File: config.mk
export PLATFORM = sky130hd
export DESIGN_NAME = xmpl_fft_r2_core
export DESIGN_NICKNAME = d
export VERILOG_FILES = /design/src/rtl/xmpl_fft_r2_core.sv
export SDC_FILE = /design/constraint.sdc
export NUM_CORES = 2
export LEC_CHECK = 0
export ABC_AREA = 1
export ABC_CLOCK_PERIOD_IN_PS = 11900
export BUFFER_PORTS_ARGS = -buffer_cell sky130_fd_sc_hd__buf_2
export CAP_MARGIN = 20
export CORE_MARGIN = 4
export CORE_UTILIZATION = 23
export CTS_CLUSTER_DIAMETER = 30
export DETAILED_ROUTE_END_ITERATION = 8
export PLACE_DENSITY = 0.45
export SLEW_MARGIN = 20
export SYNTH_ARGS = -nofsm -noshare
export SYNTH_HDL_FRONTEND = slang
export SYNTH_SLANG_ARGS = --single-unit
File: constraint.sdc
create_clock -name clk_i -period 11.9 [get_ports clk_i]
set_input_delay 0 -clock clk_i [delete_from_list [all_inputs] [get_ports clk_i]]
set_output_delay 0 -clock clk_i [all_outputs]
set_load 0.05 [all_outputs]
File: src/rtl/xmpl_fft_r2_core.sv
// xmpl_fft_r2_core: N-point radix-2 decimation-in-time complex FFT.
// A single butterfly iterates over a register-array frame buffer in place.
// Samples are written in bit-reversed order and bins are read out in natural order.
// Each stage halves its outputs, so a frame of X[k] comes out as X[k]/N.
// Optional feature macro: XMPL_FFT_INVERSE_EN adds inv_i (inverse transform, same 1/N scaling).
// Handshake: a beat transfers on a rising clk edge where valid and ready are both high.
//   in_ready_o is high only in LOAD and out_valid_o only in UNLOAD.
//   Both depend on the state alone, so neither combinationally depends on the partner's valid/ready.
module xmpl_fft_r2_core #(
  parameter int N_LOG2 = 4,
  parameter int DATA_W = 12,
  parameter int TW_W   = 12
) (
  input  logic              clk_i,
  input  logic              reset_n_i,
`ifdef XMPL_FFT_INVERSE_EN
  input  logic              inv_i,
`endif
  input  logic              in_valid_i,
  output logic              in_ready_o,
  input  logic [DATA_W-1:0] in_re_i,
  input  logic [DATA_W-1:0] in_im_i,
  output logic              out_valid_o,
  input  logic              out_ready_i,
  output logic [DATA_W-1:0] out_re_o,
  output logic [DATA_W-1:0] out_im_o,
  output logic              out_last_o,
  output logic [31:0]       status_o
);
  localparam int  N  = 1 << N_LOG2;
  localparam int  HN = N / 2;
  localparam int  CW = N_LOG2;
  localparam int  BW = N_LOG2 - 1;
  localparam int  PW = DATA_W + TW_W;
  localparam int  TK = DATA_W + 1;
  localparam int  SW = DATA_W + 2;
  localparam real PI = 3.14159265358979323846;
  localparam logic signed [SW-1:0] MAX_S = SW'((1 << (DATA_W - 1)) - 1);
  localparam logic signed [SW-1:0] MIN_S = ~MAX_S;

  typedef enum logic [1:0] {ST_LOAD = 2'd0, ST_COMPUTE = 2'd1, ST_UNLOAD = 2'd2} state_t;

  state_t state, state_nx;
  logic [CW-1:0] cnt;
  logic [3:0]    stage;
  logic [BW-1:0] bidx;
  logic [7:0]    frames;
  logic          sat_q;
  logic          last_bfly;

  logic signed [DATA_W-1:0] mem_re [N];
  logic signed [DATA_W-1:0] mem_im [N];
  logic signed [TW_W-1:0]   tw_re [HN];
  logic signed [TW_W-1:0]   tw_im [HN];

  // Round to nearest; +1.0 does not fit Q1.(TW_W-1) so it clips to the largest code.
  function automatic logic signed [TW_W-1:0] tw_quant(input real v);
    real s;
    int  r;
    s = v * (2.0 ** (TW_W - 1));
    r = (s >= 0.0) ? $rtoi(s + 0.5) : $rtoi(s - 0.5);
    if (r > (1 << (TW_W - 1)) - 1) r = (1 << (TW_W - 1)) - 1;
    if (r < -(1 << (TW_W - 1))) r = -(1 << (TW_W - 1));
    return TW_W'(r);
  endfunction

  function automatic logic [CW-1:0] bitrev(input logic [CW-1:0] v);
    logic [CW-1:0] r;
    for (int i = 0; i < CW; i++) r[i] = v[CW-1-i];
    return r;
  endfunction

  function automatic logic over(input logic signed [SW-1:0] v);
    logic signed [SW-1:0] h;
    h = v >>> 1;
    return (h > MAX_S) || (h < MIN_S);
  endfunction

  function automatic logic signed [DATA_W-1:0] clip(input logic signed [SW-1:0] v);
    logic signed [SW-1:0] h;
    h = v >>> 1;
    if (h > MAX_S)      h = MAX_S;
    else if (h < MIN_S) h = MIN_S;
    return DATA_W'(h);
  endfunction

  // Twiddle ROM W_k = exp(-j*2*pi*k/N), evaluated at elaboration.
  for (genvar k = 0; k < HN; k++) begin : g_tw
    localparam real ANG = 2.0 * PI * k / N;
    localparam logic signed [TW_W-1:0] WR = tw_quant($cos(ANG));
    localparam logic signed [TW_W-1:0] WI = tw_quant(-$sin(ANG));
    assign tw_re[k] = WR;
    assign tw_im[k] = WI;
  end

`ifdef XMPL_FFT_INVERSE_EN
  // Inverse twiddle imag is a separate clipped ROM, because negating -1.0 would overflow.
  logic signed [TW_W-1:0] tw_ii [HN];
  logic inv_q;
  for (genvar k = 0; k < HN; k++) begin : g_twi
    localparam logic signed [TW_W-1:0] WII = tw_quant($sin(2.0 * PI * k / N));
    assign tw_ii[k] = WII;
  end
  // Latch the direction with the first sample of each frame.
  always_ff @(posedge clk_i) begin
    if (!reset_n_i) inv_q <= 1'b0;
    else if (state == ST_LOAD && in_valid_i && cnt == '0) inv_q <= inv_i;
  end
`endif

  logic [BW-1:0] pos, k_tw;
  logic [CW-1:0] ia, ib;
  logic signed [DATA_W-1:0] a_re, a_im, b_re, b_im, na_re, na_im, nb_re, nb_im;
  logic signed [TW_W-1:0]   w_re, w_im;
  logic signed [PW-1:0]     p_rr, p_ii, p_ri, p_ir;
  logic signed [PW:0]       t_re_full, t_im_full;
  logic signed [TK-1:0]     t_re, t_im;
  logic signed [SW-1:0]     s_a_re, s_a_im, s_b_re, s_b_im;
  logic                     sat_now;

  // Butterfly datapath: address generation, complex multiply, scaled add/sub with saturation.
  always_comb begin
    pos  = bidx & BW'((32'd1 << stage) - 32'd1);
    ia   = CW'(((32'(bidx) >> stage) << (stage + 4'd1)) + 32'(pos));
    ib   = ia + CW'(32'd1 << stage);
    k_tw = BW'(32'(pos) << (N_LOG2 - 1 - int'(stage)));
    a_re = mem_re[ia];
    a_im = mem_im[ia];
    b_re = mem_re[ib];
    b_im = mem_im[ib];
    w_re = tw_re[k_tw];
`ifdef XMPL_FFT_INVERSE_EN
    w_im = inv_q ? tw_ii[k_tw] : tw_im[k_tw];
`else
    w_im = tw_im[k_tw];
`endif
    p_rr = b_re * w_re;
    p_ii = b_im * w_im;
    p_ri = b_re * w_im;
    p_ir = b_im * w_re;
    t_re_full = (PW+1)'(p_rr) - (PW+1)'(p_ii);
    t_im_full = (PW+1)'(p_ri) + (PW+1)'(p_ir);
    t_re   = TK'(t_re_full >>> (TW_W - 1));
    t_im   = TK'(t_im_full >>> (TW_W - 1));
    s_a_re = SW'(a_re) + SW'(t_re);
    s_a_im = SW'(a_im) + SW'(t_im);
    s_b_re = SW'(a_re) - SW'(t_re);
    s_b_im = SW'(a_im) - SW'(t_im);
    na_re  = clip(s_a_re);
    na_im  = clip(s_a_im);
    nb_re  = clip(s_b_re);
    nb_im  = clip(s_b_im);
    sat_now = over(s_a_re) | over(s_a_im) | over(s_b_re) | over(s_b_im);
  end

  assign last_bfly = (&bidx) && (stage == 4'(N_LOG2 - 1));

  // State register plus load/unload counter, butterfly counters, frame count and sticky saturation.
  always_ff @(posedge clk_i) begin
    if (!reset_n_i) begin
      state  <= ST_LOAD;
      cnt    <= '0;
      stage  <= '0;
      bidx   <= '0;
      frames <= '0;
      sat_q  <= 1'b0;
    end else begin
      state <= state_nx;
      case (state)
        ST_LOAD:    if (in_valid_i) cnt <= cnt + 1'b1;
        ST_COMPUTE: begin
          bidx  <= bidx + 1'b1;
          sat_q <= sat_q | sat_now;
          if (last_bfly)  stage <= '0;
          else if (&bidx) stage <= stage + 4'd1;
        end
        ST_UNLOAD: if (out_ready_i) begin
          cnt <= cnt + 1'b1;
          if (&cnt) frames <= frames + 8'd1;
        end
        default: ;
      endcase
    end
  end

  // Frame buffer: bit-reversed sample writes in LOAD, in-place butterfly writes in COMPUTE.
  always_ff @(posedge clk_i) begin
    if (state == ST_LOAD && in_valid_i) begin
      mem_re[bitrev(cnt)] <= in_re_i;
      mem_im[bitrev(cnt)] <= in_im_i;
    end else if (state == ST_COMPUTE) begin
      mem_re[ia] <= na_re;
      mem_im[ia] <= na_im;
      mem_re[ib] <= nb_re;
      mem_im[ib] <= nb_im;
    end
  end

  // Next-state logic and state-decoded outputs.
  always_comb begin
    state_nx    = state;
    in_ready_o  = 1'b0;
    out_valid_o = 1'b0;
    out_last_o  = 1'b0;
    out_re_o    = '0;
    out_im_o    = '0;
    case (state)
      ST_LOAD: begin
        in_ready_o = 1'b1;
        if (in_valid_i && (&cnt)) state_nx = ST_COMPUTE;
      end
      ST_COMPUTE: if (last_bfly) state_nx = ST_UNLOAD;
      ST_UNLOAD: begin
        out_valid_o = 1'b1;
        out_last_o  = &cnt;
        out_re_o    = mem_re[cnt];
        out_im_o    = mem_im[cnt];
        if (out_ready_i && (&cnt)) state_nx = ST_LOAD;
      end
      default: state_nx = ST_LOAD;
    endcase
  end

  assign status_o = {15'd0, sat_q, frames, 5'd0, state, (state != ST_LOAD)};
endmodule

* Word level (Yosys, flattened, before mapping)
Memories as Yosys holds them, arrays and structs flattened. A register that Yosys moved wholly into a read port is not among the register bits. Index checks and enable logic that the tools add are counted.
Operators by class: $add $sub $neg 14, multiply operators 4, magnitude comparators 9, equal/unequal tests 8, shift operators 4, mux-type cells 41, bitwise logic cells 6, reduce and logical (&&, ||, !) cells 20
Operators with widths (number):
- 12-bit two-way mux | 16
- 12-bit by 12-bit multiplier with 24-bit output | 4
- 13-bit by 12-bit > comparator with 1-bit output, second input constant | 4
- 13-bit by 12-bit less-than comparator with 1-bit output, second input constant | 4
- 4-bit two-way mux | 10
- 3-bit by 32-bit << shifter with 3-bit output | 1
- 32-bit by 4-bit << shifter with 4-bit output | 1
- 3-bit by 4-bit >> shifter with 32-bit output | 1
- 12-bit by 13-bit adder with 14-bit output | 2
- 12-bit by 13-bit subtractor with 14-bit output | 2
- 24-bit adder | 1
- 12-bit OR reduction | 2
- 24-bit subtractor | 1
- 1-bit two-way mux | 10
- 3-bit AND reduction | 3
- 4-bit by 1-bit adder with 4-bit output, second input constant | 2
- 8-bit by 1-bit adder with 8-bit output, second input constant | 1
- 2-bit != test, second input constant | 4
- 4-bit one-hot mux with 2 select lines | 1
- 2-bit two-way mux | 3
- 2-bit one-hot mux with 3 select lines | 1
- 6-bit AND reduction | 1
- 2-bit nonzero test | 3
- 2-bit by 4-bit subtractor with 5-bit output, first input constant | 1
- 18 further kinds | 27
Storage, ports and cells: register bits 22, memory bits (writable) 384, bits in read-only memories 192, input bits 28, output and inout port bits 59, word-level logic and storage cells 116, memories kept 4
Memories:
- mem_im | words 16, bits a word 12, rd ports 3, clocked after Yosys merged registers in 1, wr ports 2, line 52 | logic signed [DATA_W-1:0] mem_im [N];
- mem_re | words 16, bits a word 12, rd ports 3, clocked after Yosys merged registers in 1, wr ports 2, line 51 | logic signed [DATA_W-1:0] mem_re [N];
- (name not given) | words 8, bits a word 12, rd ports 1, clocked after Yosys merged registers in 0, wr ports 0, line 135 | w_im = tw_im[k_tw];
- (name not given) | words 8, bits a word 12, rd ports 1, clocked after Yosys merged registers in 0, wr ports 0, line 131 | w_re = tw_re[k_tw];

* Logic depth before layout (Yosys ltp)
depth after elaboration 17, gate-level depth with buffers 73, gate-level depth less buffers 68

* Worst setup path before layout
OpenSTA, ideal clock, no wires.
path type register to register, from register stage[0], to memory mem_re[10][9], data pin, setup time 0.256 ns, arrival time 12.649 ns, required time 11.644 ns, slack -1.005 ns, stages on the path, launching flop included 68, buffers on the path 8, period minus slack after synthesis 12.905 ns, cell sequence dfxtp_1 > inv_2 > nor2_2 > inv_2 > nor2_4 > inv_1 > ha_1 > nor2_1 > inv_1 > fa_1 > clkbuf_1 > inv_1 > clkbuf_1 > clkbuf_1 > buf_1 > ha_1 > nand3_1 > nand2_1 > (+32 left out) > xor2_1 > ha_1 > inv_1 > o21ai_0 > a21oi_1 > o21ai_0 > nand2_1 > o21ai_0 > a21oi_1 > o21ai_0 > xor2_1 > inv_1 > a21oi_2 > buf_6 > nand2_2 > o21ai_4 > buf_4 > o21ai_2
RTL lines:
- start: declaration | line 45 | logic [3:0] stage;
- start signal: assignment | line 175 | else if (&bidx) stage <= stage + 4'd1;
- end: declaration | line 51

==> metrics <==
clock buffer depth 3; drt wl/cell 23.14 microns; CP Capture Type flip-flop; chip width 473.2 microns; CP max FO 19; met2 wire length 102600 microns; Data required, critical path 12.43 ns; Net Sw Frac 29.92%; Power Density 93.63 nW/um^2; worst endpoint data arrival time 12.99 ns; synthesized cell area 49770 sq um; H-Tree Depth 3; status complete, but fails checks; net switching power 0.001854 W; Vias 47610; share of post-route cells with drive strength above 1 22.64%; row count 170; routed wire length 225800 microns; detailed placer's ending HPWL 157400 microns; number of global-route vias before repair 47270; nets 7679; routability cong. 0.8939; setup TNS -136.59 ns; crit path max-delay cell type fa_4; fin util 30.80%; LEAKAGE 28.36 nW; Clk pwr share 50.6%; sink count of the clock tree 410; Peak supply drop 0.0001055 V; Final setup viols 369; slew of the pin with the lowest slew margin 1.207 ns; CTS Root Cell clkbuf_16; routed length on met3 18730 microns; Int Power 0.004342 W; fill count 22550; Mean Syn Cell Area 8.114 sq um; Synth cell types 58; Synth Instances 6133; failing checks hold timing, setup timing; hold_ws -0.01774 ns; TritonRoute pass-1 iters 6; Fmax 0.08027 GHz; Die Y 473.2 microns; initial core utilization 23.16%; final period utilization 104.7%; most frequent cells in the layout inv_1, nand2_1, buf_4, fa_1, o21ai_0; Core Area 214800 sq um; Seq/Total Area, Yosys 24.22%; YS warnings 0; initial antenna violation count 6; highest metal used met5; Post-DRT Antenna Nets 0; PnR worst setup slack -0.5577 ns; Yosys reg bits 410; Residual DRC 0; Ports 87; area of the multi-input gates 33590 sq um; Clock Skews 0.04080 ns; largest net degree at the start of global routing 107; Slew Limit Fails 0; RSZ-0062 raised after global routing yes; DRT met1 WL 93840 microns; Area growth syn-to-layout 32.96%; DIE AREA 223900 sq um; gr ovfl total 0; Clk pin slew, worst setup/hold paths 0.05 ns; most common cell after layout, fill and taps aside inv_1; register area 12070 sq um; async set or reset register ratio after synthesis 0%; DR vias/cell 4.879; Hold Fails Final Rpt 15; Post-synth EDFFs 384; kind of critical path reg2reg; global-route wire length before repair 323600 microns; CTS tree yes; PortBufs 66; fin crit period 12.46 ns; Slew headroom 19.40%; GRT Total Usage 19.55%; CP peak stage delay 0.86 ns; share of power burned in registers 26.1%; TritonCTS Buffers 112; maxcap violations 0; crit start category flip-flop; Clock Latency Late Sink 0.71 ns; initial drt markers 4878; HP Class in2reg; part of the power in combinational logic 23.3%; Top FF cell, synth edfxtp_1
## flip-flops by register name, indices dropped and copies added (netlist names), named ones only
| register | flops |
|---|---|
| mem_re | 192 |
| sat_q | 1 |
| bidx | 3 |
| mem_im | 192 |
| stage | 4 |
| cnt | 4 |
| state | 2 |
| frames | 8 |
## timing repair
action / CTS / global route
hold buffers: 20 / 0
setup buffers: 78 / 34
pin swaps: 80 / 87
cloned: 10 / 6
setup endpoints to repair: 385 / 385
endpoints found under the hold margin: 243 / 0
gates resized for setup: 281 / 187
## routing by layer
| metal | GRT usage (%) | vias up |
|---|---|---|
| li1 | - | 21570 |
| met1 | 25.89 | 23130 |
| met2 | 31.39 | 2387 |
| met3 | 3.191 | 520 |
| met4 | 8.689 | 2 |
| met5 | 0 | - |
## critical path, delay by kind of cell, from the launching register on
kind	cells	cell delay, ns
buffers and inverters	16	1.62
AO/OA/AOI/OAI	13	2.22
XOR/XNOR	2	0.48
adder cells (fa/ha/maj)	12	5.54
flip-flops	1	0.36
AND/OR/NAND/NOR	20	2.01
## power by group through the flow
stage | clock network (W) | logic [W] | registers [W]
finish | 0.00313 | 0.00145 | 0.00162
CTS | 0.00314 | 0.00138 | 0.00162
floorplan | 0 | 0.000663 | 0.00163
detailed placement | 0 | 0.00111 | 0.00164
global route | 0.00323 | 0.00152 | 0.00162
global placement | 0 | 0.00110 | 0.00164
## logic make-up (layout without fill, tap and decap cells)
family          Yosys count  after routing  synth area share (%)
fa+ha+maj               839            839                 29.18
simple gates           1609           1609                 13.58
xor+xnor                112            112                 1.971
flops                   410            410                 24.22
buf+inv                1485           2240                 11.81
other cells               1             30              0.007535
compound gates         1677           1679                 19.23
## stage by stage
| stage | std cells | cell area, sq um | power (W) | setup slack, ns | hold slack [ns] |
|---|---|---|---|---|---|
| after floorplan | 6152 | 50020 | 0.002295 | 0.002876 | 0.1384 |
| after global placement | 9391 | 58860 | 0.002746 | -1.131 | 0.3016 |
| after detailed placement | 9391 | 58860 | 0.002749 | -1.153 | 0.3018 |
| after CTS | 9708 | 65070 | 0.006144 | -0.5720 | 0.009283 |
| after global routing | 9755 | 66160 | 0.006367 | -1.087 | 0.01751 |
| final | 9757 | 66170 | 0.006196 | -0.5577 | -0.01774 |
## layout make-up
cell class	instances	area share (%)
Timing Repair Buffer	952	13.41
Clock inverter	79	1.477
Clock buffer	132	4.440
Antenna cell	10	0.03782
Inverter	1074	6.217
Tap cell	2838	5.366
Timing Repair inverter	3	0.04916
Multi-Input combinational cell	4259	50.76
Sequential cell	410	18.25
## Yosys cell counts (4+ instances only)
master | count | area, sq um
inv_1 | 1047 | 3930
nand2_1 | 816 | 3063
o21ai_0 | 542 | 2713
fa_1 | 536 | 10730
a21oi_1 | 425 | 2127
nor2_1 | 387 | 1453
edfxtp_1 | 384 | 11530
ha_1 | 303 | 3791
nand3_1 | 289 | 1446
o21ai_1 | 289 | 1446
clkbuf_1 | 277 | 1040
o22ai_1 | 110 | 688.2
o211ai_1 | 105 | 788.3
xor2_1 | 82 | 718.2
buf_2 | 42 | 210.2
buf_1 | 41 | 153.9
buf_4 | 38 | 285.3
o21ai_2 | 35 | 306.5
a22oi_1 | 33 | 247.7
xnor2_1 | 30 | 262.8
nand2_2 | 27 | 168.9
dfxtp_1 | 26 | 520.5
a31oi_1 | 25 | 156.4
a311oi_1 | 23 | 201.4
and3_1 | 22 | 137.6
a221oi_1 | 20 | 175.2
o21ai_4 | 20 | 325.3
o21bai_1 | 20 | 150.1
nor3_1 | 19 | 95.09
inv_2 | 15 | 56.30
buf_6 | 13 | 146.4
nand4_1 | 10 | 62.56
or2_2 | 10 | 62.56
clkinv_1 | 9 | 33.78
nand3_2 | 8 | 80.08
o221ai_1 | 8 | 70.07
nand2_4 | 6 | 67.56
nor2_2 | 5 | 31.28
a211oi_1 | 4 | 30.03
a21o_1 | 4 | 30.03
o21a_1 | 4 | 30.03
## worst paths after layout
path / startpoint / cells after the start / slack (ns) / to
setup / recovery: stage[3]$_SDFFE_PN0P_ / 63 / -0.56 / mem_im[4][5]$_DFFE_PP_
setup reg to reg: stage[3]$_SDFFE_PN0P_ / 63 / -0.56 / mem_im[4][5]$_DFFE_PP_
hold reg to reg: frames[6]$_SDFFE_PN0P_ / 2 / 0.49 / frames[6]$_SDFFE_PN0P_
hold / removal: in_im_i[9] / 4 / -0.02 / mem_im[13][9]$_DFFE_PP_
No activity file was read; power rests on OpenSTA's default activity.
